`src/rtl/mem_read_arbiter_pkg.sv`:
```
// Shared types and helpers for the memory read-channel arbiter.
package mem_read_arbiter_pkg;

    typedef enum logic [1:0] {
        ST_IDLE = 2'd0,
        ST_ADDR = 2'd1,
        ST_DATA = 2'd2
    } arb_state_t;

    localparam logic [1:0] AXI_BURST_INCR = 2'b01;

    // Ceiling log2 for elaboration-time constants.
    function automatic int clog2(input int value);
        int w;
        w = 0;
        for (int i = 0; i < 31; i++) begin
            if ((1 << i) < value) begin
                w = i + 1;
            end
        end
        return w;
    endfunction

    // AXI arsize encoding for a full-width beat of data_width bits.
    function automatic logic [2:0] arsize_for(input int data_width);
        return 3'(clog2(data_width / 8));
    endfunction

endpackage

```
`src/rtl/mem_read_arbiter_rr_arbiter.sv`:
```
// Combinational round-robin picker: first set request at or after ptr.
module rr_arbiter
    import mem_read_arbiter_pkg::*;
#(
    parameter int NUM_REQ = 2,
    parameter int IDX_W   = clog2(NUM_REQ)
) (
    input  logic [NUM_REQ-1:0] req,
    input  logic [IDX_W-1:0]   ptr,
    output logic [IDX_W-1:0]   grant_idx,
    output logic               grant_vld
);

    logic [IDX_W-1:0] idx;

    // Scan from the farthest position back to ptr so the nearest request wins.
    always_comb begin
        grant_idx = '0;
        grant_vld = 1'b0;
        idx       = '0;
        for (int k = NUM_REQ - 1; k >= 0; k--) begin
            idx = IDX_W'((int'(ptr) + k) % NUM_REQ);
            if (req[idx]) begin
                grant_idx = idx;
                grant_vld = 1'b1;
            end
        end
    end

endmodule

```
`src/rtl/mem_read_arbiter.sv`:
```
// Round-robin sharing of one AXI4 read channel between NUM_REQ masters,
// one whole burst per grant.
module mem_read_arbiter
    import mem_read_arbiter_pkg::*;
#(
    parameter int NUM_REQ    = 2,
    parameter int ADDR_WIDTH = 24,
    parameter int DATA_WIDTH = 64,
    parameter int ID_WIDTH   = 8
) (
    input  logic                          aclk,
    input  logic                          resetn,
    input  logic [NUM_REQ-1:0]            s_arvalid,
    output logic [NUM_REQ-1:0]            s_arready,
    input  logic [NUM_REQ*ADDR_WIDTH-1:0] s_araddr,
    input  logic [NUM_REQ*8-1:0]          s_arlen,
    output logic [NUM_REQ-1:0]            s_rvalid,
    input  logic [NUM_REQ-1:0]            s_rready,
    output logic [DATA_WIDTH-1:0]         s_rdata,
    output logic [1:0]                    s_rresp,
    output logic                          s_rlast,
    output logic                          m_arvalid,
    input  logic                          m_arready,
    output logic [ADDR_WIDTH-1:0]         m_araddr,
    output logic [7:0]                    m_arlen,
    output logic [2:0]                    m_arsize,
    output logic [1:0]                    m_arburst,
    output logic [ID_WIDTH-1:0]           m_arid,
    input  logic                          m_rvalid,
    output logic                          m_rready,
    input  logic [DATA_WIDTH-1:0]         m_rdata,
    input  logic [1:0]                    m_rresp,
    input  logic                          m_rlast,
    input  logic [ID_WIDTH-1:0]           m_rid
);

    localparam int         IDX_W  = clog2(NUM_REQ);
    localparam logic [2:0] ARSIZE = arsize_for(DATA_WIDTH);

    arb_state_t       state, state_nxt;
    logic [IDX_W-1:0] grant;
    logic [IDX_W-1:0] rr_ptr;
    logic [IDX_W-1:0] pick_idx;
    logic             pick_vld;
    logic             last_beat;
    logic             unused_rid;

    rr_arbiter #(
        .NUM_REQ (NUM_REQ),
        .IDX_W   (IDX_W)
    ) u_rr_arbiter (
        .req       (s_arvalid),
        .ptr       (rr_ptr),
        .grant_idx (pick_idx),
        .grant_vld (pick_vld)
    );

    // Routing follows the grant, not m_rid; the ID only mirrors the grant.
    assign unused_rid = ^m_rid;

    assign last_beat = m_rvalid & m_rready & m_rlast;

    assign m_araddr  = s_araddr[grant*ADDR_WIDTH +: ADDR_WIDTH];
    assign m_arlen   = s_arlen[grant*8 +: 8];
    assign m_arsize  = ARSIZE;
    assign m_arburst = AXI_BURST_INCR;
    assign m_arid    = ID_WIDTH'(grant);

    assign s_rdata = m_rdata;
    assign s_rresp = m_rresp;
    assign s_rlast = m_rlast;

    // FSM state register.
    always_ff @(posedge aclk or negedge resetn) begin
        if (!resetn) begin
            state <= ST_IDLE;
        end else begin
            state <= state_nxt;
        end
    end

    // Latch the winner on arbitration; advance priority past it once its burst ends.
    always_ff @(posedge aclk or negedge resetn) begin
        if (!resetn) begin
            grant  <= '0;
            rr_ptr <= '0;
        end else begin
            if (state == ST_IDLE && pick_vld) begin
                grant <= pick_idx;
            end
            if (state == ST_DATA && last_beat) begin
                rr_ptr <= (grant == IDX_W'(NUM_REQ - 1)) ? '0 : grant + 1'b1;
            end
        end
    end

    // Next-state logic and per-state handshake steering.
    always_comb begin
        state_nxt = state;
        m_arvalid = 1'b0;
        m_rready  = 1'b0;
        s_arready = '0;
        s_rvalid  = '0;
        case (state)
            ST_IDLE: begin
                if (pick_vld) begin
                    state_nxt = ST_ADDR;
                end
            end
            ST_ADDR: begin
                m_arvalid        = 1'b1;
                s_arready[grant] = m_arready;
                if (m_arready) begin
                    state_nxt = ST_DATA;
                end
            end
            ST_DATA: begin
                s_rvalid[grant] = m_rvalid;
                m_rready        = s_rready[grant];
                if (m_rvalid && s_rready[grant] && m_rlast) begin
                    state_nxt = ST_IDLE;
                end
            end
            default: begin
                state_nxt = ST_IDLE;
            end
        endcase
    end

endmodule

```
`config.mk`:
```
export PLATFORM = sky130hd
export DESIGN_NAME = mem_read_arbiter
export DESIGN_NICKNAME = d
export VERILOG_FILES = /design/src/rtl/mem_read_arbiter_pkg.sv /design/src/rtl/mem_read_arbiter_rr_arbiter.sv /design/src/rtl/mem_read_arbiter.sv
export SDC_FILE = /design/constraint.sdc
export NUM_CORES = 1
export LEC_CHECK = 0
export CORE_AREA = 2 2 104 106
export DETAILED_ROUTE_END_ITERATION = 12
export DIE_AREA = 0 0 106 108
export PLACE_DENSITY_LB_ADDON = 0.08
export SYNTH_ARGS = -nofsm -noshare
export SYNTH_HDL_FRONTEND = slang
export SYNTH_HIERARCHICAL = 1
export SYNTH_SLANG_ARGS = --single-unit
```
`constraint.sdc`:
```
create_clock -name aclk -period 3.3 [get_ports aclk]
set_input_delay 0.66 -clock aclk [delete_from_list [all_inputs] [get_ports aclk]]
set_output_delay 0.66 -clock aclk [all_outputs]
set_load 0.05 [all_outputs]
```
==> out/results.ini, run 1 <==
[sta]
setup_viol=0
finalCritPeriodShare_pct=87.3
rsz0062_at_grt=no
slew_headroom_pct=63.0
slew_viol_final=0
worst_clock_skew_ns=0.00219
worst_pin_slew_ns=0.553
min_period_ns=2.88
fmax_ghz=0.347
hold_violations=0
tns_ns=0
fin_ws_ns=0.419

[synth]
avgSynthCellArea_um2=8.69
yosysTopAreaCell=buf_4
synth_fa_ha_area_share_pct=0
ys_seq_elements=4
synth_compound_area_share_pct=3.28
yosys.area_share.simple_pct=5.76
netlist_area_um2=1260
yosysSeqAreaShare_pct=7.94
synth-xor-area-share_pct=0
synth_top_area_share_pct=47.7
synth_top_family_by_area=buffers and inverters
synthCells=145
synth_mux_area_share_pct=31.1
synth_warnings=6
ys_types=21
synthTopCellsByArea=buf_4, mux2_2, mux2_1

[finish]
final_util_pct=19.6
diodes=0
multi_input_area_um2=551
fin_area_um2=2000
fin_nets=337
layout_commonest_cell=clkdlybuf4s50_1
layout_common_cells=clkdlybuf4s50_1, mux2_2, mux2_1
area_growth_pct=59.0
drive_gt1_share_pct=14.4
regArea_um2=100
final.fill_count=1144

[global_routing]
grt.overflow.total=0
grt_max_degree=22
grt_pass1_vias=1089
track_usage_pct=7.91
grt_first_pass_wirelength_mm=6.51
antenna_found_initial=0

[critical_path]
path_delay_family=buffers and inverters
path_cells=clkdlybuf4s50_1, nor3b_1, clkdlybuf4s50_1
worst_setup_path_end_kind=output pin
startpoint=m_rvalid
required_ns=2.64
crit_type=input port to output pin
reg2reg_depth=4
cp_num_buf_inv=2
cp_slowest_cell=clkdlybuf4s50_1
ff2ff_setup_slack_ns=1.87
start_kind=input port
rr_endpoint=state[1]
worst-path-max-fanout=3
crit_top_cell=clkdlybuf4s50_1
r2r_start=grant
arrival_ns=2.22
max_stage_delay_ns=0.85

[placement]
postPlaceCellArea_um2=1960
gp_congestion=0.686
portBuffers=112
post-place-ws_ns=0.410
hpwl_mm=4.20

[clock_tree]
cts.clk_slew.worst_paths_ns=0.03
cts_tree=yes
htree_levels=1
numCtsBuffers=3
cts_hold_buf=0
clockBufferDepth=2
postCtsSetupBuffers=0
clock_sinks=4
clock_latency_ns=0.22
root_buffer=clkbuf_8
ctsResizeCount=0

[die]
die_area_um2=11400
row_count=37
start_util_pct=12.3
pin_count=265
die_w_um=106
dieHeight_um=108
coreArea_um2=10200

[detailed_routing]
vias=1037
viasPerCell=3.20
drt_iter0_drc=24
drc=0
ant_nets=0
wl_per_cell_um=14.9
wl_mm=4.82
drtPass1Iterations=4

[power_and_ir_drop]
power.leakage_uw=0.000753
ir_drop_mv=0.209
p_per_area_nw_per_um2=684

[status]
status=completed

[min_path]
holdPathEnd=state[0]
hold_path.startpoint=state[1]
hold_class=flop to flop
holdPathStages=1

[job]
drv_cap=0

==> cell type report <==
cell class | instances | area share [%]
Timing Repair Buffer | 114 | 56.6
Sequential cell | 4 | 5.00
Tap cell | 136 | 8.49
Clock buffer | 3 | 2.06
Multi-Input combinational cell | 65 | 27.5
Inverter | 2 | 0.375
==> how the worst max path moves through the flow <==
stage	slack (ns)	cells past startpoint	end
2_1_floorplan	0.65	3	s_arready[0]
3_3_place_gp	0.42	3	s_rvalid[0]
3_5_place_dp	0.41	3	s_rvalid[0]
4_1_cts	0.41	3	s_rvalid[0]
5_1_grt	0.36	3	s_rvalid[0]
6_report	0.42	3	s_rvalid[0]
==> worst register-to-register path, cell delays in order, from the launching register on <==
cell	delay [ns]
dfrtp_1	0.33
buf_4	0.29
mux2i_1	0.50
nor2_1	0.09
o21ai_0	0.14
==> through the flow <==
step	power, uW	instances	hold WS (ns)
2_1_floorplan	1130	155	0.364
3_3_place_gp	1300	321	0.506
4_1_cts	1400	324	0.497
3_5_place_dp	1280	321	0.491
5_1_grt	1440	324	0.535
6_report	1370	324	0.498
==> layer usage <==
layer  vias up  track usage [%]  share of wire [%]
li1        471                -                  -
met1       460             8.22                 36
met2        84             14.2                 52
met3        22             2.71                9.6
met4         0             3.95                2.3
met5         -                0                  0
==> synthesized netlist by cell type <==
library cell	number
and4b_1	1
buf_6	3
buf_4	80
or2_1	1
nand2b_1	1
o31ai_2	1
nor2b_1	1
o21ai_0	1
inv_1	2
a21boi_1	1
nor2_1	5
and3_1	1
nand2_1	3
mux2_1	14
mux2i_1	2
buf_2	1
dfrtp_1	4
mux2_2	19
o41ai_2	1
nor3b_1	1
conb_1	2
==> cells by family (layout without fill, tap and decap cells) <==
group | Yosys count | count (layout)
buffers and inverters | 86 | 119
multiplexers | 35 | 35
AND/OR/NAND/NOR | 14 | 14
AO/OA/AOI/OAI | 4 | 4
flip-flops | 4 | 4
other | 2 | 12
==> flip-flops by register name (all words and copies together), names as in the netlist <==
name / count
rr_ptr: 1
state: 2
grant: 1
==> power breakdown <==
group          leakage, uW  switching, uW  internal [uW]
clock network    0.0000216           26.1           77.8
logic             0.000682            729            445
registers        0.0000496           20.3           72.2
total             0.000753            775            595
Note: power is estimated with default switching activity, not from simulation.
==> run 2, diff against run 1 <==
--- a/config.mk
+++ b/config.mk
@@ -5,9 +5,9 @@
 export SDC_FILE = /design/constraint.sdc
 export NUM_CORES = 1
 export LEC_CHECK = 0
-export CORE_AREA = 2 2 104 106
+export CORE_AREA = 2 2 103 105
 export DETAILED_ROUTE_END_ITERATION = 12
-export DIE_AREA = 0 0 106 108
+export DIE_AREA = 0 0 105 107
 export PLACE_DENSITY_LB_ADDON = 0.08
 export SYNTH_ARGS = -nofsm -noshare
 export SYNTH_HDL_FRONTEND = slang
==> constraint.sdc (replaced) <==
create_clock -name aclk -period 2.6 [get_ports aclk]
set_input_delay 0.52 -clock aclk [delete_from_list [all_inputs] [get_ports aclk]]
set_output_delay 0.52 -clock aclk [all_outputs]
set_load 0.05 [all_outputs]
==> out/results.ini, run 2 (synthesis gave the netlist of run 1 again) <==
[die]
coreArea_um2=10100
die_w_um=105
dieHeight_um=107
pin_count=265
row_count=37
start_util_pct=12.5
die_area_um2=11200

[placement]
dp_cells=321
portBuffers=112
gp_congestion=0.658
hpwl_mm=4.18

[min_path]
hold_class=flop to flop

[detailed_routing]
vias=1014
met3WireLength_um=500
drc=0
wl_per_cell_um=14.6
wl_met1_mm=1.84
drtPass1Iterations=3
route.met2.wl_mm=2.22
drt_iter0_drc=11
wl_mm=4.73
viasPerCell=3.12
ant_nets=0
dr.max_layer_used=met4

[critical_path]
required_ns=2.08
worst-path-max-fanout=21
cp_num_buf_inv=1
cp_slowest_cell=dfrtp_2
arrival_ns=1.72
crit_type=flop to output pin
path_cells=mux2i_1, nor2_1, buf_12
max_stage_delay_ns=0.69
worst_setup_path_end_kind=output pin
start_kind=flop
path_delay_family=flip-flops

[sta]
worst_clock_skew_ns=0.000183
fmax_ghz=0.447
min_period_ns=2.24
setup_viol=0
slew_headroom_pct=65.2
rsz0062_at_grt=no
slew_viol_final=0
tns_ns=0
finalCritPeriodShare_pct=86.1
hold_violations=0
worst_pin_slew_ns=0.523

[power_and_ir_drop]
power.leakage_uw=0.000810
p_per_area_nw_per_um2=885
total_power_uw=1760
ir_drop_mv=0.237

[clock_tree]
cts_tree=yes
cts_hold_buf=0
clockBufferDepth=2
postCtsSetupBuffers=0
clock_latency_ns=0.22
numCtsBuffers=3
cts.clk_slew.worst_paths_ns=0.03
htree_levels=1
root_buffer=clkbuf_8
ctsResizeCount=0
clock_sinks=4

[finish]
final.fill_count=1170
diodes=0
area_growth_pct=57.8
layout_commonest_cell=clkdlybuf4s50_1
regMostFlops=state
fin_nets=337
largest_reg_flops=2
reg_top3=state (2), grant (1), rr_ptr (1)
drive_gt1_share_pct=34.9
finalNonFillerCells=325
layout_common_cells=clkdlybuf4s50_1, buf_4, mux2_2

[job]
drv_cap=0

[global_routing]
track_usage_pct=7.81
antenna_found_initial=0
grt_first_pass_wirelength_mm=6.67
grt_max_degree=22
grt_pass1_vias=1062
grt.overflow.total=0

[status]
status=completed

run 2: changes by cell type in the layout (fill, tap and decap cells not counted), sizes merged:
cell           delta
buf              +38
clkdlybuf4s50    -38
clkbuf            +1
run 2: final timing paths:
path,startpoint,to,slack (ns),depth (start not counted)
max,grant,m_rready,0.36,3
max reg2reg,grant,rr_ptr,1.11,3
max in group asynchronous,resetn,grant,1.89,1
min,state[1],state[0],0.49,1
min in group asynchronous,resetn,rr_ptr,0.51,1
min reg2reg,state[1],state[0],0.49,1
run 2: where the power goes:
part | internal, uW | switching [uW] | leakage [uW] | total, uW
Sequential | 92.0 | 82.9 | 0.0000484 | 175
Clock | 105 | 38.1 | 0.0000228 | 143
Combinational | 563 | 879 | 0.000739 | 1440
run 2: metrics by stage:
| stage | util, % | hold slack (ns) | instance area (um^2) | setup slack (ns) |
|---|---|---|---|---|
| final | 19.7 | 0.494 | 1990 | 0.363 |
| after global routing | 19.7 | 0.528 | 1990 | 0.205 |
| after CTS | 19.7 | 0.502 | 1990 | 0.297 |
| after detailed placement | 19.3 | 0.497 | 1940 | 0.473 |
| after global placement | 19.3 | 0.507 | 1940 | 0.452 |
| after floorplan | - | 0.224 | 1300 | 0.0922 |
run 2: cell type report:
class,instances,area [um^2],area share (%)
sequential,4,101,5.10
timing repair buffer,114,1110,56.0
tap,136,170,8.56
multi-input combinational,65,551,27.7
clock buffer,4,45.0,2.27
inverter,2,7.51,0.378
run 2: layer usage:
layer	track usage [%]	vias up
li1	-	469
met1	9.53	443
met2	12.3	81
met3	2.61	21
met4	3.81	0
met5	0	-
run 2: worst register-to-register path, stage by stage, from the launching register on:
cell     delay (ns)
dfrtp_2        0.69
mux2i_1        0.28
o31ai_2        0.28
o41ai_2        0.10
==> run 3, diff against run 2 <==
--- a/config.mk
+++ b/config.mk
@@ -9,6 +9,7 @@
 export DETAILED_ROUTE_END_ITERATION = 12
 export DIE_AREA = 0 0 105 107
 export PLACE_DENSITY_LB_ADDON = 0.08
+export SLEW_MARGIN = 20
 export SYNTH_ARGS = -nofsm -noshare
 export SYNTH_HDL_FRONTEND = slang
 export SYNTH_HIERARCHICAL = 1
==> results of run 3 <==
No change in the layout: final DEF, timing and power equal those of run 2.
